--- src/rtl/spi_slave_shift.sv ---
// SPI slave shift engine: oversamples the SPI pads on clk_shift, receives a
// len-bit character into p_out and returns the latched tx_buf on s_out.
// Back-to-back characters are supported while ss_n stays low.
module spi_slave_shift #(
    parameter int SYNC_STAGES = 2
) (
    input  logic        clk_shift,
    input  logic        rst,
    input  logic        ss_n,
    input  logic        s_clk,
    input  logic        s_in,
    output logic        s_out,
    output logic        s_oe,
    input  logic [4:0]  len,
    input  logic        lsb,
    input  logic        rx_negedge,
    input  logic        tx_negedge,
    input  logic        latch,
    input  logic [3:0]  byte_sel,
    input  logic [31:0] p_in,
    output logic [31:0] p_out,
    output logic        tip,
    output logic        done,
    output logic        abort
);

    localparam logic [0:0] IDLE   = 1'b0;
    localparam logic [0:0] ACTIVE = 1'b1;

    logic [SYNC_STAGES-1:0] sclk_sync_q, ss_sync_q, sin_sync_q;
    logic                   sclk_hist_q, ss_hist_q;
    logic                   sclk_s, ss_s, sin_s;
    logic                   sclk_rise, sclk_fall, ss_fall, ss_rise;
    logic                   sample_edge, drive_edge;

    logic [0:0]  state_q, state_d;
    logic [5:0]  cnt_q, cnt_d;
    logic [31:0] tx_buf_q, tx_buf_d;
    logic [31:0] shift_tx_q, shift_tx_d;
    logic [31:0] rx_q, rx_d;
    logic [31:0] p_out_q, p_out_d;
    logic        s_out_q, s_out_d;
    logic        done_q, done_d;
    logic        abort_q, abort_d;

    logic [5:0]  n_len;
    logic [4:0]  first_idx, bit_idx;

    // Pad synchronizers plus one history flop for edge detection on s_clk/ss_n
    always_ff @(posedge clk_shift) begin
        if (rst) begin
            sclk_sync_q <= '0;
            ss_sync_q   <= '1;
            sin_sync_q  <= '0;
            sclk_hist_q <= 1'b0;
            ss_hist_q   <= 1'b1;
        end else begin
            sclk_sync_q <= {sclk_sync_q[SYNC_STAGES-2:0], s_clk};
            ss_sync_q   <= {ss_sync_q[SYNC_STAGES-2:0], ss_n};
            sin_sync_q  <= {sin_sync_q[SYNC_STAGES-2:0], s_in};
            sclk_hist_q <= sclk_s;
            ss_hist_q   <= ss_s;
        end
    end

    assign sclk_s      = sclk_sync_q[SYNC_STAGES-1];
    assign ss_s        = ss_sync_q[SYNC_STAGES-1];
    assign sin_s       = sin_sync_q[SYNC_STAGES-1];
    assign sclk_rise   = sclk_s & ~sclk_hist_q;
    assign sclk_fall   = ~sclk_s & sclk_hist_q;
    assign ss_fall     = ~ss_s & ss_hist_q;
    assign ss_rise     = ss_s & ~ss_hist_q;
    assign sample_edge = rx_negedge ? sclk_fall : sclk_rise;
    assign drive_edge  = tx_negedge ? sclk_fall : sclk_rise;

    // Indices are taken mod 32, so len==0 naturally maps to a 32-bit character
    assign n_len     = (len == 5'd0) ? 6'd32 : {1'b0, len};
    assign first_idx = lsb ? 5'd0 : len - 5'd1;
    assign bit_idx   = lsb ? len - cnt_q[4:0] : cnt_q[4:0] - 5'd1;

    // Next-state: tx buffer writes, character framing, shift and reload
    always_comb begin
        state_d    = state_q;
        cnt_d      = cnt_q;
        tx_buf_d   = tx_buf_q;
        shift_tx_d = shift_tx_q;
        rx_d       = rx_q;
        p_out_d    = p_out_q;
        s_out_d    = s_out_q;
        done_d     = 1'b0;
        abort_d    = 1'b0;

        for (int k = 0; k < 4; k++) begin
            if (latch && byte_sel[k]) tx_buf_d[k*8 +: 8] = p_in[k*8 +: 8];
        end

        case (state_q)
            IDLE: begin
                if (ss_fall) begin
                    state_d    = ACTIVE;
                    cnt_d      = n_len;
                    shift_tx_d = tx_buf_d;
                    rx_d       = '0;
                    s_out_d    = tx_buf_d[first_idx];
                end
            end
            default: begin
                if (ss_rise) begin
                    // Deselect wins over any concurrent sample edge
                    state_d = IDLE;
                    if (cnt_q == 6'd0) begin
                        done_d  = 1'b1;
                        p_out_d = rx_q;
                    end else if (cnt_q != n_len) begin
                        abort_d = 1'b1;
                    end
                end else if (cnt_q == 6'd0) begin
                    // Character complete: publish and reload for the next one
                    done_d     = 1'b1;
                    p_out_d    = rx_q;
                    cnt_d      = n_len;
                    shift_tx_d = tx_buf_d;
                    rx_d       = '0;
                    s_out_d    = tx_buf_d[first_idx];
                end else begin
                    if (sample_edge) begin
                        rx_d[bit_idx] = sin_s;
                        cnt_d         = cnt_q - 6'd1;
                    end
                    // cnt==N means no sample yet: keep the first bit stable
                    if (drive_edge && cnt_q != n_len) begin
                        s_out_d = shift_tx_q[bit_idx];
                    end
                end
            end
        endcase
    end

    // State registers
    always_ff @(posedge clk_shift) begin
        if (rst) begin
            state_q    <= IDLE;
            cnt_q      <= '0;
            tx_buf_q   <= '0;
            shift_tx_q <= '0;
            rx_q       <= '0;
            p_out_q    <= '0;
            s_out_q    <= 1'b0;
            done_q     <= 1'b0;
            abort_q    <= 1'b0;
        end else begin
            state_q    <= state_d;
            cnt_q      <= cnt_d;
            tx_buf_q   <= tx_buf_d;
            shift_tx_q <= shift_tx_d;
            rx_q       <= rx_d;
            p_out_q    <= p_out_d;
            s_out_q    <= s_out_d;
            done_q     <= done_d;
            abort_q    <= abort_d;
        end
    end

    assign s_out = s_out_q;
    assign s_oe  = (state_q == ACTIVE);
    assign tip   = (state_q == ACTIVE);
    assign p_out = p_out_q;
    assign done  = done_q;
    assign abort = abort_q;

endmodule

--- config.mk ---
export PLATFORM = sky130hd
export DESIGN_NAME = spi_slave_shift
export DESIGN_NICKNAME = d
export VERILOG_FILES = /design/src/rtl/spi_slave_shift.sv
export SDC_FILE = /design/constraint.sdc
export NUM_CORES = 1
export LEC_CHECK = 0
export CORE_ASPECT_RATIO = 1.1
export CORE_MARGIN = 10
export CORE_UTILIZATION = 40
export DETAILED_ROUTE_END_ITERATION = 10
export GPL_TIMING_DRIVEN = 0
export PLACE_DENSITY = 0.66
export SYNTH_ARGS = -nofsm -noshare
export SYNTH_HDL_FRONTEND = slang
export SYNTH_SLANG_ARGS = --single-unit
--- constraint.sdc ---
create_clock -name clk_shift -period 3.4 [get_ports clk_shift]
set_input_delay 0.51 -clock clk_shift [delete_from_list [all_inputs] [get_ports clk_shift]]
set_output_delay 0.51 -clock clk_shift [all_outputs]
set_load 0.01 [all_outputs]
Word-level counts from Yosys, hierarchy flattened --
Index checks and enable logic that the tools add are counted.
Storage, ports and cells: RAM bits 0, latch bits 0, bits in read-only memories 0, output and inout port bits 37, flip-flop bits (word level) 146, memories 0, logic and storage cells 91
Operators by class: equality and inequality tests 5, reduce and logical (&&, ||, !) cells 15, multiplexer cells 40, $lt $le $gt $ge 3, $mul 0, bitwise operators 10, shift-type cells 0, divide/modulo/power cells 0, $add $sub $neg 4
Operators by type and width (number):
- 32-bit two-way mux | 9
- 6-bit two-way mux | 6
- 32-bit bitwise mux | 1
- 8-bit two-way mux | 4
- 1-bit two-way mux | 15
- 5-bit by 6-bit less-than comparator with 1-bit output (second input constant) | 2
- 1-bit binary-select mux with 5-bit select | 2
- 5-bit two-way mux | 2
- 5-bit by 1-bit subtractor with 5-bit output (second input constant) | 2
- 3-bit AND reduction | 3
- 1-bit logical AND | 6
- 6-bit zero test | 1
- 6-bit != test | 1
- 1-bit inverter | 6
- 6-bit by 1-bit subtractor with 6-bit output (second input constant) | 1
- 1-bit demux with 5-bit select | 1
- 5-bit by 1-bit >= comparator with 1-bit output (second input constant) | 1
- 5-bit zero test | 1
- 5-bit subtractor | 1
- 1-bit AND | 4
- 4-bit OR reduction | 1
- 3-bit by 1-bit != test with 1-bit output (second input constant) | 1
- 3-bit by 2-bit != test with 1-bit output (second input constant) | 1
- 2-bit by 1-bit != test with 1-bit output (second input constant) | 1
- other kinds (4) | 4

Logic depth before layout (Yosys ltp) --
Gate-level depths: netlist (run 1).
word-level depth 11, mapped depth 14, mapped depth without buffers 11

Least setup slack after synthesis (run 1) --
No wires, ideal clock.
path type input port to flip-flop, start point input len[0], end point register s_out_q (netlist: s_out), path buffers 1, arrival 2.991 ns, cell stages on the path 11, path slack 0.289 ns, path through clkbuf_1 inv_1 ha_1 inv_1 fa_1 a21oi_1 mux4_2 mux2i_1 nand3_1 and4_1 a211o_1
Between the ends: cells in the longest elaborated chain, start to end 8
RTL lines:
- start: declaration | RTL line 14 | input logic [4:0] len,
- 5-bit subtractor | RTL line 79 | assign bit_idx = lsb ? len - cnt_q[4:0] : cnt_q[4:0] - 5'd1;
- 5-bit two-way mux | RTL line 79
- 1-bit binary-select mux with 5-bit select | RTL line 132 | s_out_d = shift_tx_q[bit_idx];
- 1-bit two-way mux (implied by the code) | RTL line 132
- 1-bit two-way mux | RTL line 131 | if (drive_edge && cnt_q != n_len) begin
- 1-bit two-way mux | RTL line 117 | end else if (cnt_q == 6'd0) begin
- 1-bit two-way mux | RTL line 108 | if (ss_rise) begin
- 1-bit two-way mux | RTL line 97 | case (state_q)
- end signal: assignment | RTL line 158 | s_out_q <= s_out_d;
- end: declaration | RTL line 42 | logic s_out_q, s_out_d;
Parallel ways exist; a longest one is shown, timed or not. The select of a mux whose other input is x is not followed. A chain may end at the register's enable or synchronous reset.

Worst setup path after layout (run 1) --
start point input len[1], end point register s_out_q (netlist: s_out)
The elaborated chain is that of the path after synthesis.

==> results.toml, run 1 <==
[power]
pwr_density_cell_mw_per_mm2 = 536.7
power.internal_mw = 3.276
seqPwrFrac = 0.399
share_comb_of_total_power = 0.180
vdd_drop_max_mv = 0.3894
p_switching_mw = 1.277
swShare = 0.2805
power.leakage_nw = 3.180
clkPwrFrac = 0.421
finalPower_mw = 4.553

[routing]
postRouteAntennaNets = 0
wl_per_cell_um = 17.49
vias_per_cell = 5.537
vias = 6069
routed_wl_mm = 19.17
first_pass_iters = 6
drc = 0
drt_iter0_markers = 465

[cts]
postCtsSetupBuffers = 0
cts_tree = "built"
cts_hold_buffers = 0
clockBufferDepth = 2
cts_root_buffer = "clkbuf_16"
clk_pin_slew_ps = 60
cts_resized = 0
clk_latency_ps = 430
cts_buffers = 17
cts_sinks = 146
htreeDepth = 4

[yosys]
synth_xor_area_frac = 0.01033
synth_top_family_by_area = "compound AO/OA/AOI/OAI gates"
synthArstFlopShare = 0
synthAdderAreaFrac = 0.01402
synth-edff-count = 0
yosys.area_share.simple = 0.1787
syn_area_per_cell_um2 = 8.729
netlist_instances = 777
ys.flop_type = "dfxtp_1"
synthMuxAreaShare = 0.1230
synth_nets = 834
yosysWarnings = 0
seq_area_frac_synth = 0.4309
synth_cell_types = 67
synth_seq_cells = 146
synth_compound_area_frac = 0.1913
mappedNetlistArea_mm2 = 0.006783

[timing]
fmax_mhz = 307.1
maxSlewViolCount = 0
worstMarginPinSlew_ps = 785.4
grt_setup_unrepaired = "no"
fin_crit_sh = 0.9576
setup_tns_ps = 0
setup_viol = 0
maxSlewHeadroom = 0.4709
timing.hold.ws_ps = 406.7
final-hold-violation-count = 0
layout_min_cycle_time_ps = 3256
skew_ps = 12.56

[worst_hold_path]
hold_end = "ss_sync_q[1]"
hp-class = "reg2reg"
min_from = "ss_sync_q[0]"
min_path_cells = 1

[critical_path]
path_class = "in2reg"
rrSetupSlack_ps = 340
r2r-start = "cnt_q[0]"
critPathCaptureType = "flip-flop"
timing.rr.end = "s_out"
start_kind = "input port"
worstPathMaxFanout = 10
crit_required_ps = 3710
worstRegToRegCells = 9
cp.arrival_ps = 3570

[global_routing]
grt_pass1_vias = 5803
grt_pass1_wl_mm = 30.44
grt_max_degree = 17
antenna_found_initial = 0
grt.overflow.total = 0
grt_usage = 0.1700

[floorplanning]
initial_core_util = 0.4113
dieArea_mm2 = 0.02257
fp.coreArea_mm2 = 0.01649
ios = 87
die_w_um = 144.2
rows = 49
die_h_um = 156.6

[cells_and_area]
fin_nets = 936
fill_cells = 1543
synthToLayoutAreaGrowth_pct = 25.07
antennaDiodeCount = 0
final_cells = 1096
drive_gt1_frac = 0.1009
final_area_mm2 = 0.008483

[place]
dp_cells = 1064
placed_cell_area_mm2 = 0.007869
gp_congestion = 0.9018
dp_hpwl_mm = 14.15
io_buffers = 83

[outcome]
outcome = "completed"

[job]
max_cap_violations = 0
worst max path at each step:
stage                start      end  slack, ps
finish              len[1]    s_out        140
global route        len[1]    s_out         30
CTS                 len[0]  rx_q[4]         60
detailed placement  len[0]  rx_q[4]       -370
global placement    len[0]  rx_q[4]       -380
floorplan           len[0]    s_out        290
through the flow:
stage | worst slack [ps] | util
after floorplan | 289.3 | -
after global placement | -382.9 | 0.4771
after detailed placement | -366.6 | 0.4771
after CTS | 57.61 | 0.5137
final | 144.2 | 0.5144
after global routing | 29.72 | 0.5144
layer usage:
metal / vias to the layer above / global-route usage / part of all wire
li1: 2978 / - / -
met1: 2870 / 0.2062 / 0.43
met2: 206 / 0.2866 / 0.49
met3: 15 / 0.04541 / 0.064
met4: 0 / 0.05347 / 0.0095
met5: - / 0 / 0
Yosys cell counts, types with 5 or more instances:
| cell type | number | area share |
|---|---|---|
| dfxtp_1 | 146 | 0.43 |
| nand2_1 | 106 | 0.059 |
| nor2_1 | 91 | 0.050 |
| a21oi_1 | 76 | 0.056 |
| clkbuf_1 | 38 | 0.021 |
| mux2i_1 | 38 | 0.056 |
| o21ai_0 | 38 | 0.028 |
| a211oi_1 | 34 | 0.038 |
| a31oi_1 | 25 | 0.023 |
| nand3_1 | 20 | 0.015 |
| mux4_2 | 19 | 0.063 |
| buf_2 | 14 | 0.010 |
| inv_1 | 9 | 0.0050 |
| nor3_1 | 9 | 0.0066 |
| o31a_1 | 8 | 0.010 |
| nor2b_1 | 7 | 0.0065 |
| ha_1 | 6 | 0.011 |
| nand2b_1 | 6 | 0.0055 |
| buf_1 | 5 | 0.0028 |
| or2_2 | 5 | 0.0046 |
| xor2_1 | 5 | 0.0065 |
critical path, stage by stage:
cell and delay (ps):
clkdlybuf4s50_1 660, inv_1 130, ha_1 230, xnor2_1 210, or2_2 210, clkbuf_1 470
mux4_2 430, o22a_1 220, nand4b_1 100, nand4_1 150, a211o_1 240
kinds of logic (layout without fill, tap and decap cells):
| family | after synthesis | count (layout) |
|---|---|---|
| and+or+nand+nor | 273 | 273 |
| buffers and inverters | 73 | 188 |
| xor gates and xnor gates | 8 | 8 |
| DFF | 146 | 146 |
| AOI/OAI and AO/OA | 211 | 211 |
| adders and majority gates | 7 | 7 |
| muxes | 59 | 59 |
power by group through the flow:
stage               clock, mW  combinational [mW]  sequential (mW)
floorplan                   0               0.556             1.84
global placement            0               0.796             1.85
detailed placement          0               0.800             1.85
CTS                      1.95               0.805             1.82
global route             2.01               0.891             1.82
finish                   1.92               0.817             1.82
flip-flops by register name (all words and copies together) (netlist names), 2 cells and up:
name	count
p_out	32
rx_q	32
shift_tx_q	32
tx_buf_q	32
cnt_q	6
sclk_sync_q	2
sin_sync_q	2
ss_sync_q	2
final cells by class:
class / instances / area (um2) / area share
well taps: 204 / 255.2 / 0.03009
clock buffers: 20 / 446.7 / 0.05265
multi-input cells: 558 / 3520 / 0.4149
flip-flops and latches: 146 / 2923 / 0.3445
plain buffers: 63 / 314.1 / 0.03702
repair buffers: 83 / 830.8 / 0.09794
clock inverters: 12 / 156.4 / 0.01844
inverters: 10 / 37.54 / 0.004425
placed cells by master, fill, tap and decap left out, drive strengths merged, types with 4 or more instances in the layout:
cell type      netlist  final
a21o                 4      4
inv                 10     12
o31a                 8      8
a31oi               26     26
ha                   6      6
xor2                 5      5
nand3               20     20
nor3                10     10
dfxtp              146    146
or2                  5      5
a211oi              34     34
nor2                94     94
mux2i               38     38
nand2b               6      6
clkinv               0      7
a21oi               77     77
nand2              107    107
mux4                19     19
nor2b                7      7
clkbuf              38     58
clkdlybuf4s50        0     83
o21ai               39     39
buf                 24     24
Power figures use the tool's default switching activity.
==> run 2: changes to the inputs <==
TNS_END_PERCENT = 10   (was default)
==> results of run 2 <==
The final DEF is identical to that of run 1; final timing and power are the same.
==> run 3: changes to the inputs <==
ABC_AREA = 1   (was default)
==> run 3 against run 2 <==
Effect of this change: sequential power about the same; register-to-register slack gained 610 ps; sequential cell count stayed put; maximum frequency up 18%; area after synthesis is 0.94% lower; synthesized cell count rose by 24%; critical path depth rose by 4; non-clock buffer count fell by 10; core utilization down 0.30 points; highest routed layer unchanged.
==> results.toml, run 3 <==
[cts]
htreeDepth = 4
cts_resized = 0
clockBufferDepth = 2
cts_sinks = 146
clk_pin_slew_ps = 60
cts_tree = "built"
postCtsSetupBuffers = 0
cts_hold_buffers = 0
cts_buffers = 17
cts_root_buffer = "clkbuf_16"
clk_latency_ps = 430

[critical_path]
cpMaxStageDelayCell = "clkdlybuf4s50_1"
start_kind = "input port"
worstPathMaxFanout = 6
crit_required_ps = 3690
crit_chain = "clkdlybuf4s50_1 > inv_1 > ha_1 > inv_1 > fa_1 > nand3_1 > nand3_1 > nand3_1 > nand2_1 > nor2_1 > nand2_1 > nor2_1 > o21ai_0 > nand2_1 > a21oi_1"
cp.arrival_ps = 3050
critPathCaptureType = "flip-flop"
path_class = "in2reg"
crit_family = "simple AND/OR/NAND/NOR gates"
max_stage_delay_ps = 450
critPathBufInv = 3

[yosys]
synthArstFlopShare = 0
syn_area_per_cell_um2 = 6.970
netlist_instances = 964
seq_area_frac_synth = 0.4350
netlist.area_leader.share = 0.4350
synth_seq_cells = 146
ys.flop_type = "dfxtp_1"
synth_most_common_cell = "nand2_1"
synth_cell_types = 33
mappedNetlistArea_mm2 = 0.006719
synth-edff-count = 0
yosysWarnings = 0
synth_nets = 1021
synth_top_area_cell = "dfxtp_1"
synthTopCellsByArea = "dfxtp_1 44%, nand2_1 13%, nand3_1 8.0%"
synthTopCellsByCount = "238 x nand2_1, 146 x dfxtp_1, 129 x nor2_1"

[routing]
drt_iter0_markers = 496
routed_wl_mm = 19.44
vias = 6653
vias_per_cell = 5.194
wl_per_cell_um = 15.17
first_pass_iters = 6
drc = 0
postRouteAntennaNets = 0

[place]
io_buffers = 82
placed_cell_area_mm2 = 0.007795
dp_cells = 1250
dp_hpwl_mm = 14.51
gp_congestion = 0.8870
pre_cts_slack_ps = 191.9

[global_routing]
grt_usage = 0.1748
grt_pass1_wl_mm = 31.35
grt_pass1_vias = 6173
grt.overflow.total = 0
grt_max_degree = 17
antenna_found_initial = 0

[cells_and_area]
final_common_cell = "nand2_1"
final_area_mm2 = 0.008403
fin_nets = 1122
antennaDiodeCount = 0
multi_input_area_mm2 = 0.003367
final_cell_mix = "238 x nand2_1, 146 x dfxtp_1, 129 x nor2_1"
fill_cells = 1641
drive_gt1_frac = 0.08449
regArea_mm2 = 0.002923
synthToLayoutAreaGrowth_pct = 25.07
fin_util = 0.5114
final_cells = 1281

[timing]
fin_crit_sh = 0.8123
worstMarginPinSlew_ps = 674.0
worst_slack_ps = 638.1
maxSlewHeadroom = 0.5507
layout_min_cycle_time_ps = 2762
final-hold-violation-count = 0
grt_setup_unrepaired = "no"
setup_tns_ps = 0
fmax_mhz = 362.1
setup_viol = 0
skew_ps = 8.851
maxSlewViolCount = 0

[power]
pwr_density_cell_mw_per_mm2 = 547.9
swShare = 0.2854
p_switching_mw = 1.314
clkPwrFrac = 0.421
power.internal_mw = 3.290
power.leakage_nw = 3.355
vdd_drop_max_mv = 0.3593
seqPwrFrac = 0.401
share_comb_of_total_power = 0.178

[floorplanning]
rows = 49
initial_core_util = 0.4089
dieArea_mm2 = 0.02239
die_w_um = 143.6
die_h_um = 155.9
fp.coreArea_mm2 = 0.01643
ios = 87

[job]
max_cap_violations = 0

[outcome]
outcome = "completed"

[worst_hold_path]
hp-class = "reg2reg"
## run 3: cells by family (layout without fill, tap and decap cells)
family / Yosys count / count (layout) / synth area share
simple gates: 497 / 497 / 0.3114
compound gates: 214 / 214 / 0.1704
flops: 146 / 146 / 0.4350
buf+inv: 96 / 209 / 0.06387
fa+ha+maj: 7 / 7 / 0.01415
xor+xnor: 4 / 4 / 0.005215
## run 3: worst register-to-register path, stage by stage, from the launching register on
cell and delay (ps):
dfxtp_1 420, ha_1 180, inv_1 60, fa_1 410
nand3_1 110, nand3_1 100, nand3_1 120, nand2_1 70
nor2_1 270, nand2_1 190, nor2_1 160, o21ai_0 100
nand2_1 80, a21oi_1 60
## run 3: path summary, 6_finish.rpt
path	slack, ps	startpoint	endpoint	cells past startpoint
max reg2reg	950	cnt_q[0]	rx_q[24]	13
min reg2reg	400	sin_sync_q[0]	sin_sync_q[1]	2
min	400	sin_sync_q[0]	sin_sync_q[1]	2
max	640	len[0]	rx_q[24]	15
## run 3: layout make-up
| cell class | instances | area share |
|---|---|---|
| plain buffers | 54 | 0.03231 |
| clock buffers | 19 | 0.05390 |
| clock inverters | 12 | 0.01846 |
| inverters | 42 | 0.01876 |
| multi-input cells | 722 | 0.4007 |
| flip-flops and latches | 146 | 0.3478 |
| well taps | 204 | 0.03038 |
| repair buffers | 82 | 0.09768 |
## run 3: power groups by stage
stage	Combinational, mW	Sequential, mW	Clock (mW)
global route	0.919	1.85	2.03
floorplan	0.523	1.88	0
global placement	0.812	1.88	0
detailed placement	0.817	1.88	0
finish	0.821	1.85	1.94
CTS	0.820	1.84	1.96
## run 3: metal layers
layer	vias to the layer above	track usage	routed length (um)
met4	0	0.06034	390
met5	-	0	0
met3	32	0.03532	1060
li1	3427	-	-
met1	3003	0.2178	8792
met2	191	0.2930	9194
## run 3: metrics by stage
step / hold WS [ps] / power (mW)
2_1_floorplan: 388.3 / 2.407
3_3_place_gp: 395.8 / 2.692
3_5_place_dp: 392.8 / 2.698
4_1_cts: 400.9 / 4.623
5_1_grt: 425.5 / 4.805
6_report: 401.9 / 4.604
